## src/rtl/hazard_ctrl.sv

```systemverilog
// hazard_ctrl: pipeline hazard unit with load-use detection, multi-cycle MDU tracking and stall counting
// Ports:
//   clk, reset (async, active-low)
//   rsD, rtD, rs_readD, rt_readD   : source registers of the D-stage instruction and their read enables
//   loadE, ld_dstE                 : E-stage load flag and its destination register
//   md_useD                        : D-stage instruction uses the mult/div unit or HI/LO
//   md_startE, md_opE              : mult/div issue from E (md_opE 0 = mult, 1 = div)
//   exc_req                        : exception/interrupt commit
//   stallF, stallD, flushE         : pipeline control
//   md_busy, md_done, md_cnt       : MDU status
//   stall_cnt                      : saturating count of stalled cycles
module hazard_ctrl (
    input  logic        clk,
    input  logic        reset,
    input  logic [4:0]  rsD,
    input  logic [4:0]  rtD,
    input  logic        rs_readD,
    input  logic        rt_readD,
    input  logic        loadE,
    input  logic [4:0]  ld_dstE,
    input  logic        md_useD,
    input  logic        md_startE,
    input  logic        md_opE,
    input  logic        exc_req,
    output logic        stallF,
    output logic        stallD,
    output logic        flushE,
    output logic        md_busy,
    output logic        md_done,
    output logic [3:0]  md_cnt,
    output logic [15:0] stall_cnt
);
    typedef enum logic [1:0] {IDLE, MULT, DIV} state_t;

    state_t state;
    logic   start;
    logic   load_use;
    logic   md_haz;
    logic   stall;

    // an exception in the issue cycle cancels the start
    assign start    = md_startE & ~exc_req;
    assign md_busy  = (state != IDLE) | start;
    assign load_use = loadE & (ld_dstE != 5'd0) &
                      ((rs_readD & (rsD == ld_dstE)) | (rt_readD & (rtD == ld_dstE)));
    assign md_haz   = md_useD & md_busy;
    assign stall    = (load_use | md_haz) & ~exc_req;
    assign stallF   = stall;
    assign stallD   = stall;
    assign flushE   = stall | exc_req;

    always_ff @(posedge clk or negedge reset) begin
        if (!reset) begin
            state     <= IDLE;
            md_cnt    <= 4'd0;
            md_done   <= 1'b0;
            stall_cnt <= 16'd0;
        end else begin
            md_done <= 1'b0;
            if (state == IDLE) begin
                if (start) begin
                    state  <= md_opE ? DIV : MULT;
                    md_cnt <= md_opE ? 4'd10 : 4'd5;
                end
            end else if (md_cnt == 4'd1) begin
                state   <= IDLE;
                md_cnt  <= 4'd0;
                md_done <= 1'b1;
            end else begin
                md_cnt <= md_cnt - 4'd1;
            end
            if (stall && stall_cnt != 16'hFFFF)
                stall_cnt <= stall_cnt + 16'd1;
        end
    end
endmodule
```

## config.mk

```make
export PLATFORM = sky130hd
export DESIGN_NAME = hazard_ctrl
export DESIGN_NICKNAME = d
export VERILOG_FILES = /design/src/rtl/hazard_ctrl.sv
export SDC_FILE = /design/constraint.sdc
export NUM_CORES = 1
export LEC_CHECK = 0
export CAP_MARGIN = 15
export CORE_ASPECT_RATIO = 0.9
export CORE_UTILIZATION = 44
export CTS_CLUSTER_DIAMETER = 120
export DETAILED_ROUTE_END_ITERATION = 12
export PLACE_DENSITY = 0.79
export SETUP_SLACK_MARGIN = 0.5
export SYNTH_ARGS = -nofsm -noshare
export SYNTH_HDL_FRONTEND = slang
export SYNTH_SLANG_ARGS = --single-unit
```

## constraint.sdc

```tcl
create_clock -name clk -period 2.53 [get_ports clk]
set_clock_uncertainty 0.05 [all_clocks]
set_input_delay 0.506 -clock clk [delete_from_list [all_inputs] [get_ports clk]]
set_output_delay 0.506 -clock clk [all_outputs]
set_load 0.05 [all_outputs]
```

=== Yosys cells after proc, flatten, opt, wreduce, memory -nomap -nowiden ===
Index checks and enable logic that the tools add are counted.

* Logic and storage cells: 39
* Register bits after elaboration: 23
* Input port bits: 24
* Output and inout port bits: 25

* Muxes and demuxes: 10
* Bitwise operators: 12
* Add/subtract/negate cells: 2
* Equal/unequal tests: 5
* Reductions and logical operators: 6

{| class="wikitable"
|+ Operators with widths
! operator !! count
|-
| $add 16x1->16 const B || 1
|-
| $mux 4 || 4
|-
| $ne 16x16->1 const B || 1
|-
| $eq 5x5->1 || 2
|-
| $mux 2 || 4
|-
| $and 1x1->1 || 7
|-
| $reduce_bool 5->1 || 1
|-
| $eq 4x1->1 const B || 1
|-
| $or 1x1->1 || 4
|-
| $reduce_bool 2->1 || 2
|-
| $sub 4x1->4 const B || 1
|-
| $logic_not 2->1 || 1
|-
| $mux 1 || 2
|-
| $ne 2x2->1 const B || 1
|-
| $reduce_and 2->1 || 1
|-
| $logic_and 1x1->1 || 1
|-
| $not 1->1 || 1
|}

=== Logic depth before layout (Yosys ltp) ===
* Depth after elaboration: 7
* Mapped depth: 7
* Depth with buffers taken out: 7

=== Worst setup path before layout ===
OpenSTA, ideal clock, no wires.

* Kind: in2out
* Start point: input ld_dstE[1]
* End point: output stallF
* Data arrival time: 2432 ps
* Setup slack: -458 ps
* Stages on the path: 7
* Data required time: 1974 ps
* Buffers on the path: 2
* Path through: xnor2_1 -> nand4_1 -> o22a_1 -> o21ai_2 -> buf_2 -> nor2b_1 -> buf_4

* Word-level cells in the longest chain between the ends: 6
* Elaborated cells on any way between the ends: 10
* Those cells by class: eq/ne (2); bitwise (7); reduce/logical (1)

{| class="wikitable"
|+ RTL lines
! what !! line !! source
|-
| start: declaration || 20 || <nowiki>input logic [4:0] ld_dstE,</nowiki>
|-
| $eq 5x5->1 || 45 || <nowiki>((rs_readD & (rsD == ld_dstE)) | (rt_readD & (rtD == ld_dstE)));</nowiki>
|-
| $and 1x1->1 || 45 ||
|-
| $or 1x1->1 || 45 ||
|-
| $and 1x1->1 (*) || 44 || <nowiki>assign load_use = loadE & (ld_dstE != 5'd0) &</nowiki>
|-
| $or 1x1->1 (*) || 47 || <nowiki>assign stall = (load_use | md_haz) & ~exc_req;</nowiki>
|-
| $and 1x1->1 (*) || 47 ||
|-
| end: declaration || 25 || <nowiki>output logic stallF,</nowiki>
|}

Every way passes the cells marked *; elsewhere a longest branch is shown, timed or not.

=== Worst setup path in the final report ===
* Start point: input ld_dstE[2]
* End point: output stallD

* Word-level cells in the longest chain between the ends: 6
* Elaborated cells on any way between the ends: 10
* Those cells by class: eq/ne (2); bitwise (7); reduce/logical (1)

{| class="wikitable"
|+ RTL lines
! what !! line !! source
|-
| $eq 5x5->1 || 45 ||
|-
| $and 1x1->1 || 45 ||
|-
| $or 1x1->1 || 45 ||
|-
| $and 1x1->1 (*) || 44 ||
|-
| $or 1x1->1 (*) || 47 ||
|-
| $and 1x1->1 (*) || 47 ||
|-
| end: declaration || 26 || <nowiki>output logic stallD,</nowiki>
|}

Marks and branches as above.

==> results <==
- The proportion of power drawn by combinational gates is 60.1%.
- The I/O pin total is 49.
- In this run the tightest slew margin relative to its limit is 64.5%.
- The DRC violation total after the first TritonRoute iteration is 167.
- After synthesis, the cell types taking the most area are sky130_fd_sc_hd__dfrtp_1 42%, sky130_fd_sc_hd__xnor2_1 11%, sky130_fd_sc_hd__nand2_1 5.5%.
- Cells fill 85.4% of the core in the end.
- Clock tree synthesis selected as its root buffer the cell sky130_fd_sc_hd__clkbuf_4.
- The number of clock buffers added by TritonCTS is 3.
- The share of synthesized registers carrying an async set or reset is 100%.
- The cell area after placement is 2070 sq um.
- The clock reaches the later pin of the worst-skew pair after 0.32 ns.
- The post-synthesis xor/xnor area fraction is 12.9%.
- The final count of hold timing violations is 0.
- The filler cell count is 158.
- The final period demand of the worst path is 2.42 ns.
- After synthesis the cells add up to 1360 sq um.
- After routing the design area is 2420 sq um.
- The run finished with clean final reports.
- Static timing analysis puts the maximum clock frequency at 413 MHz.
- Setup repair after global routing could not meet its margin everywhere.
- The worst-case IR drop observed on VDD is 0.674 mV.
- The final critical path takes up 95.8% of the cycle.
- The worst setup path is launched from an input port.
- Clock-pin slew was measured on the worst setup and hold paths at 0.14 ns.
- The max capacitance violation total is 0.
- The sum of negative setup slack is 0 ns.
- The total routing resource utilization after global routing is 34.0%.
- Routability-driven placement finished with a final weighted congestion of 0.804.
- The x dimension of the die is 60.7 um.
- The adder-cell share of the synthesized area is 2.75%.
- Relative to the synthesized area, the layout overhead comes to 78.0%.
- Yosys printed 0 warnings.
- The initial utilization of the core area, before any placement, comes to 48.0%.
- After synthesis the netlist holds a flip-flop and latch count of 23.
- In this run the worst path has a maximum fanout of 4.
- The internal power of the cells totals 0.971 mW.
- For the pin with the worst max-slew slack, the measured transition is 0.535 ns.
- The per-cell via count in the routed design is 5.79.
- The simple-gate share of the synthesized area is 23.5%.
- The final setup violation count is 0.
- The critical path is of the input port to output pin type.
- The capturing element type of the critical path is an output pin.
- For this run, the detailed router's first-pass iteration total came to 4.
- The total area inside the core boundary comes to 2840 sq um.
- The mux contribution to synthesized area is 4.50%.
- For this design the total switching power over the nets is 0.931 mW.
- The worst register-to-register path has a depth of 6.
- In this run the vertical extent of the chip is 54.8 um.
- The total clock sinks is 23.
- The leakage power is 1.15 nW.
- The first global-routing pass estimated 7910 um of wire.
- Summing the sequential cell areas from Yosys gives 42.2% of the chip area.
- At the end of the flow, the number of nets in the layout was 258.
- The switching part of the total power is 48.9%.
- In the routed design, unresolved DRC markers number 0.
- The detailed-route via count is 1,562.
- The standard-cell row count is 18.
- Summing the areas of all compound-gate instances in the mapped netlist gives 11.8% of the synthesized area.
- The required time at the endpoint of the critical path is 1.97 ns.
- The dominant combinational cell family by area after synthesis is simple AND/OR/NAND/NOR gates.
- The antenna violation net count after detailed routing is 0.
- Wires add up to 5350 um.
- The clock tree from TritonCTS is built.
- The number of levels the H-tree was split into is 1.
- The average instance in the mapped netlist occupies 9.53 sq um.
- The clock network fraction of total power is 9.6%.
- After technology mapping, the gate count stands at 143.
- The number of pins with negative max-slew slack in the final report came to 0.
- The number of antenna violations at the first check in global routing came to 0.
- The cell taking the most area after synthesis is sky130_fd_sc_hd__dfrtp_1.
- In the final layout, the share of cells above drive strength 1 is 42.2%.
- The number of global-route vias before repair came to 1,575.
- The net count of the mapped netlist is 170.
- Counting along the longest clock path gives a buffer depth of 2.
- The sum of overflow across all layers after global routing is 0.
- Counting flops with a built-in enable in the synthesized netlist gives 0.
- In the final routed layout, each cell accounts on average for 19.8 um.
- The half-perimeter wire length after detailed placement is 2830 um.
- Port buffering added 48 buffers.
- For this run, the leading register cell type out of synthesis is sky130_fd_sc_hd__dfrtp_1.
- Entering global routing, the biggest net connects 24 pins.
- The number of antenna repair diodes is 0.
- Data arrives at the worst endpoint at 1.87 ns.
- The power density over the cells is 785 nW/um^2.
- Of the total power, registers draw 30.3%.
- After synthesis, the netlist uses 42 different library cells.
- The top cell type by area accounts for 42.2% of the synthesized area.
- The die covers 3320 sq um.
- The min-delay analysis places its worst path in the category input port to async pin.
## synthesized netlist by cell type, types with 2 or more instances
cell                        n
sky130_fd_sc_hd__o31ai_1    2
sky130_fd_sc_hd__a21oi_1    4
sky130_fd_sc_hd__nand2_1   20
sky130_fd_sc_hd__buf_2      2
sky130_fd_sc_hd__nand4_1    5
sky130_fd_sc_hd__inv_1      3
sky130_fd_sc_hd__xnor2_1   17
sky130_fd_sc_hd__nand3_1    7
sky130_fd_sc_hd__o211ai_1   2
sky130_fd_sc_hd__and3_1     2
sky130_fd_sc_hd__xor2_1     3
sky130_fd_sc_hd__dfrtp_1   23
sky130_fd_sc_hd__o21ai_2    3
sky130_fd_sc_hd__nand2b_1   2
sky130_fd_sc_hd__o21ai_0    3
sky130_fd_sc_hd__mux2i_1    2
sky130_fd_sc_hd__mux2_4     2
sky130_fd_sc_hd__nor3_1     7
sky130_fd_sc_hd__nor2_1     8
sky130_fd_sc_hd__a41oi_1    2
sky130_fd_sc_hd__ha_1       3
## area by class of cell
| class | instances | area (sq um) | area share, % |
|---|---|---|---|
| timing repair buffer | 87 | 796 | 32.8 |
| clock buffer | 3 | 22.5 | 0.929 |
| tap | 40 | 50.0 | 2.06 |
| inverter | 3 | 11.3 | 0.464 |
| multi-input combinational | 113 | 961 | 39.6 |
| clock inverter | 1 | 5.00 | 0.206 |
| sequential | 23 | 579 | 23.9 |
## flip-flops by register name, indices dropped and copies added, names as in the netlist
name       count
stall_cnt     16
state          2
md_done        1
md_cnt         4
## metal layers
layer	global-route usage, %	up-vias	share of wire [%]
li1	-	685	-
met1	38.7	760	37
met2	61.2	93	51
met3	4.26	24	5.8
met4	20.5	0	5.4
met5	0	-	0
## layout by cell type (no fill, tap or decap), types with 2 or more instances in the layout
cell type,instances
sky130_fd_sc_hd__and3_1,2
sky130_fd_sc_hd__nand3_2,3
sky130_fd_sc_hd__o31ai_1,2
sky130_fd_sc_hd__buf_4,23
sky130_fd_sc_hd__nand4_1,5
sky130_fd_sc_hd__nor2_4,3
sky130_fd_sc_hd__xor2_1,3
sky130_fd_sc_hd__xnor2_1,8
sky130_fd_sc_hd__nand3_1,4
sky130_fd_sc_hd__clkbuf_4,3
sky130_fd_sc_hd__nand2b_1,2
sky130_fd_sc_hd__o21ai_4,3
sky130_fd_sc_hd__dfrtp_1,20
sky130_fd_sc_hd__or2_4,2
sky130_fd_sc_hd__o21ai_0,3
sky130_fd_sc_hd__ha_1,2
sky130_fd_sc_hd__buf_2,10
sky130_fd_sc_hd__a41oi_1,2
sky130_fd_sc_hd__dfrtp_2,3
sky130_fd_sc_hd__dlygate4sd2_1,24
sky130_fd_sc_hd__clkdlybuf4s50_1,4
sky130_fd_sc_hd__mux2i_1,2
sky130_fd_sc_hd__buf_6,20
sky130_fd_sc_hd__nor2_1,5
sky130_fd_sc_hd__a21oi_1,4
sky130_fd_sc_hd__inv_1,3
sky130_fd_sc_hd__mux2_4,2
sky130_fd_sc_hd__buf_12,3
sky130_fd_sc_hd__nor3_1,7
sky130_fd_sc_hd__xnor2_2,8
sky130_fd_sc_hd__o211ai_1,2
sky130_fd_sc_hd__nand2_1,19
## power by group through the flow
stage / Combinational [mW] / Clock (mW) / Sequential, mW
after floorplan: 0.386 / 0 / 0.814
after global placement: 0.980 / 0 / 0.560
after detailed placement: 1.01 / 0 / 0.568
after CTS: 1.04 / 0.177 / 0.561
after global routing: 1.21 / 0.198 / 0.593
final: 1.14 / 0.182 / 0.577
## stage by stage
step / power, mW / std cells / worst slack [ns] / hold WS, ns
after floorplan: 1.20 / 143 / 0.137 / 0.160
final: 1.90 / 270 / 0.107 / 0.472
after detailed placement: 1.58 / 245 / -0.298 / 0.441
after CTS: 1.78 / 268 / 0.148 / 0.463
after global placement: 1.54 / 245 / -0.238 / 0.429
after global routing: 2.00 / 270 / 0.0510 / 0.490
## worst max-delay path: stages
cell	delay, ns
sky130_fd_sc_hd__buf_6	0.10
sky130_fd_sc_hd__buf_6	0.13
sky130_fd_sc_hd__xnor2_4	0.17
sky130_fd_sc_hd__nand4_1	0.13
sky130_fd_sc_hd__o22a_1	0.25
sky130_fd_sc_hd__o21ai_4	0.18
sky130_fd_sc_hd__nor2b_4	0.25
sky130_fd_sc_hd__buf_12	0.16
## logic make-up (layout without fill, tap and decap cells)
logic type | after synthesis | in the layout
and+or+nand+nor | 63 | 63
buffers and inverters | 7 | 94
muxes | 5 | 5
xor gates and xnor gates | 20 | 20
DFF | 23 | 23
adders and majority gates | 3 | 3
AOI/OAI and AO/OA | 22 | 22
## what timing repair did
action / 4_1_cts / 5_1_grt
buffers inserted: 19 / 2
hold buffers: 0 / 0
resized for setup: 121 / 16
hold endpoints to repair: 0 / 0
pin swaps: 23 / 8
endpoints found under the setup margin: 36 / 17
## worst paths after layout
| kind | slack (ns) | from | endpoint |
|---|---|---|---|
| worst max-delay path | 0.11 | ld_dstE[2] | stallD |
| worst min-delay path | 0.47 | reset | md_cnt[0] |
| max in group asynchronous | 1.71 | reset | stall_cnt[1] |
| worst max register to register | 0.55 | state[1] | stall_cnt[1] |
| min in group clk | 0.50 | stall_cnt[5] | stall_cnt[5] |
| worst min register to register | 0.50 | stall_cnt[5] | stall_cnt[5] |
Power figures use the tool's default switching activity.
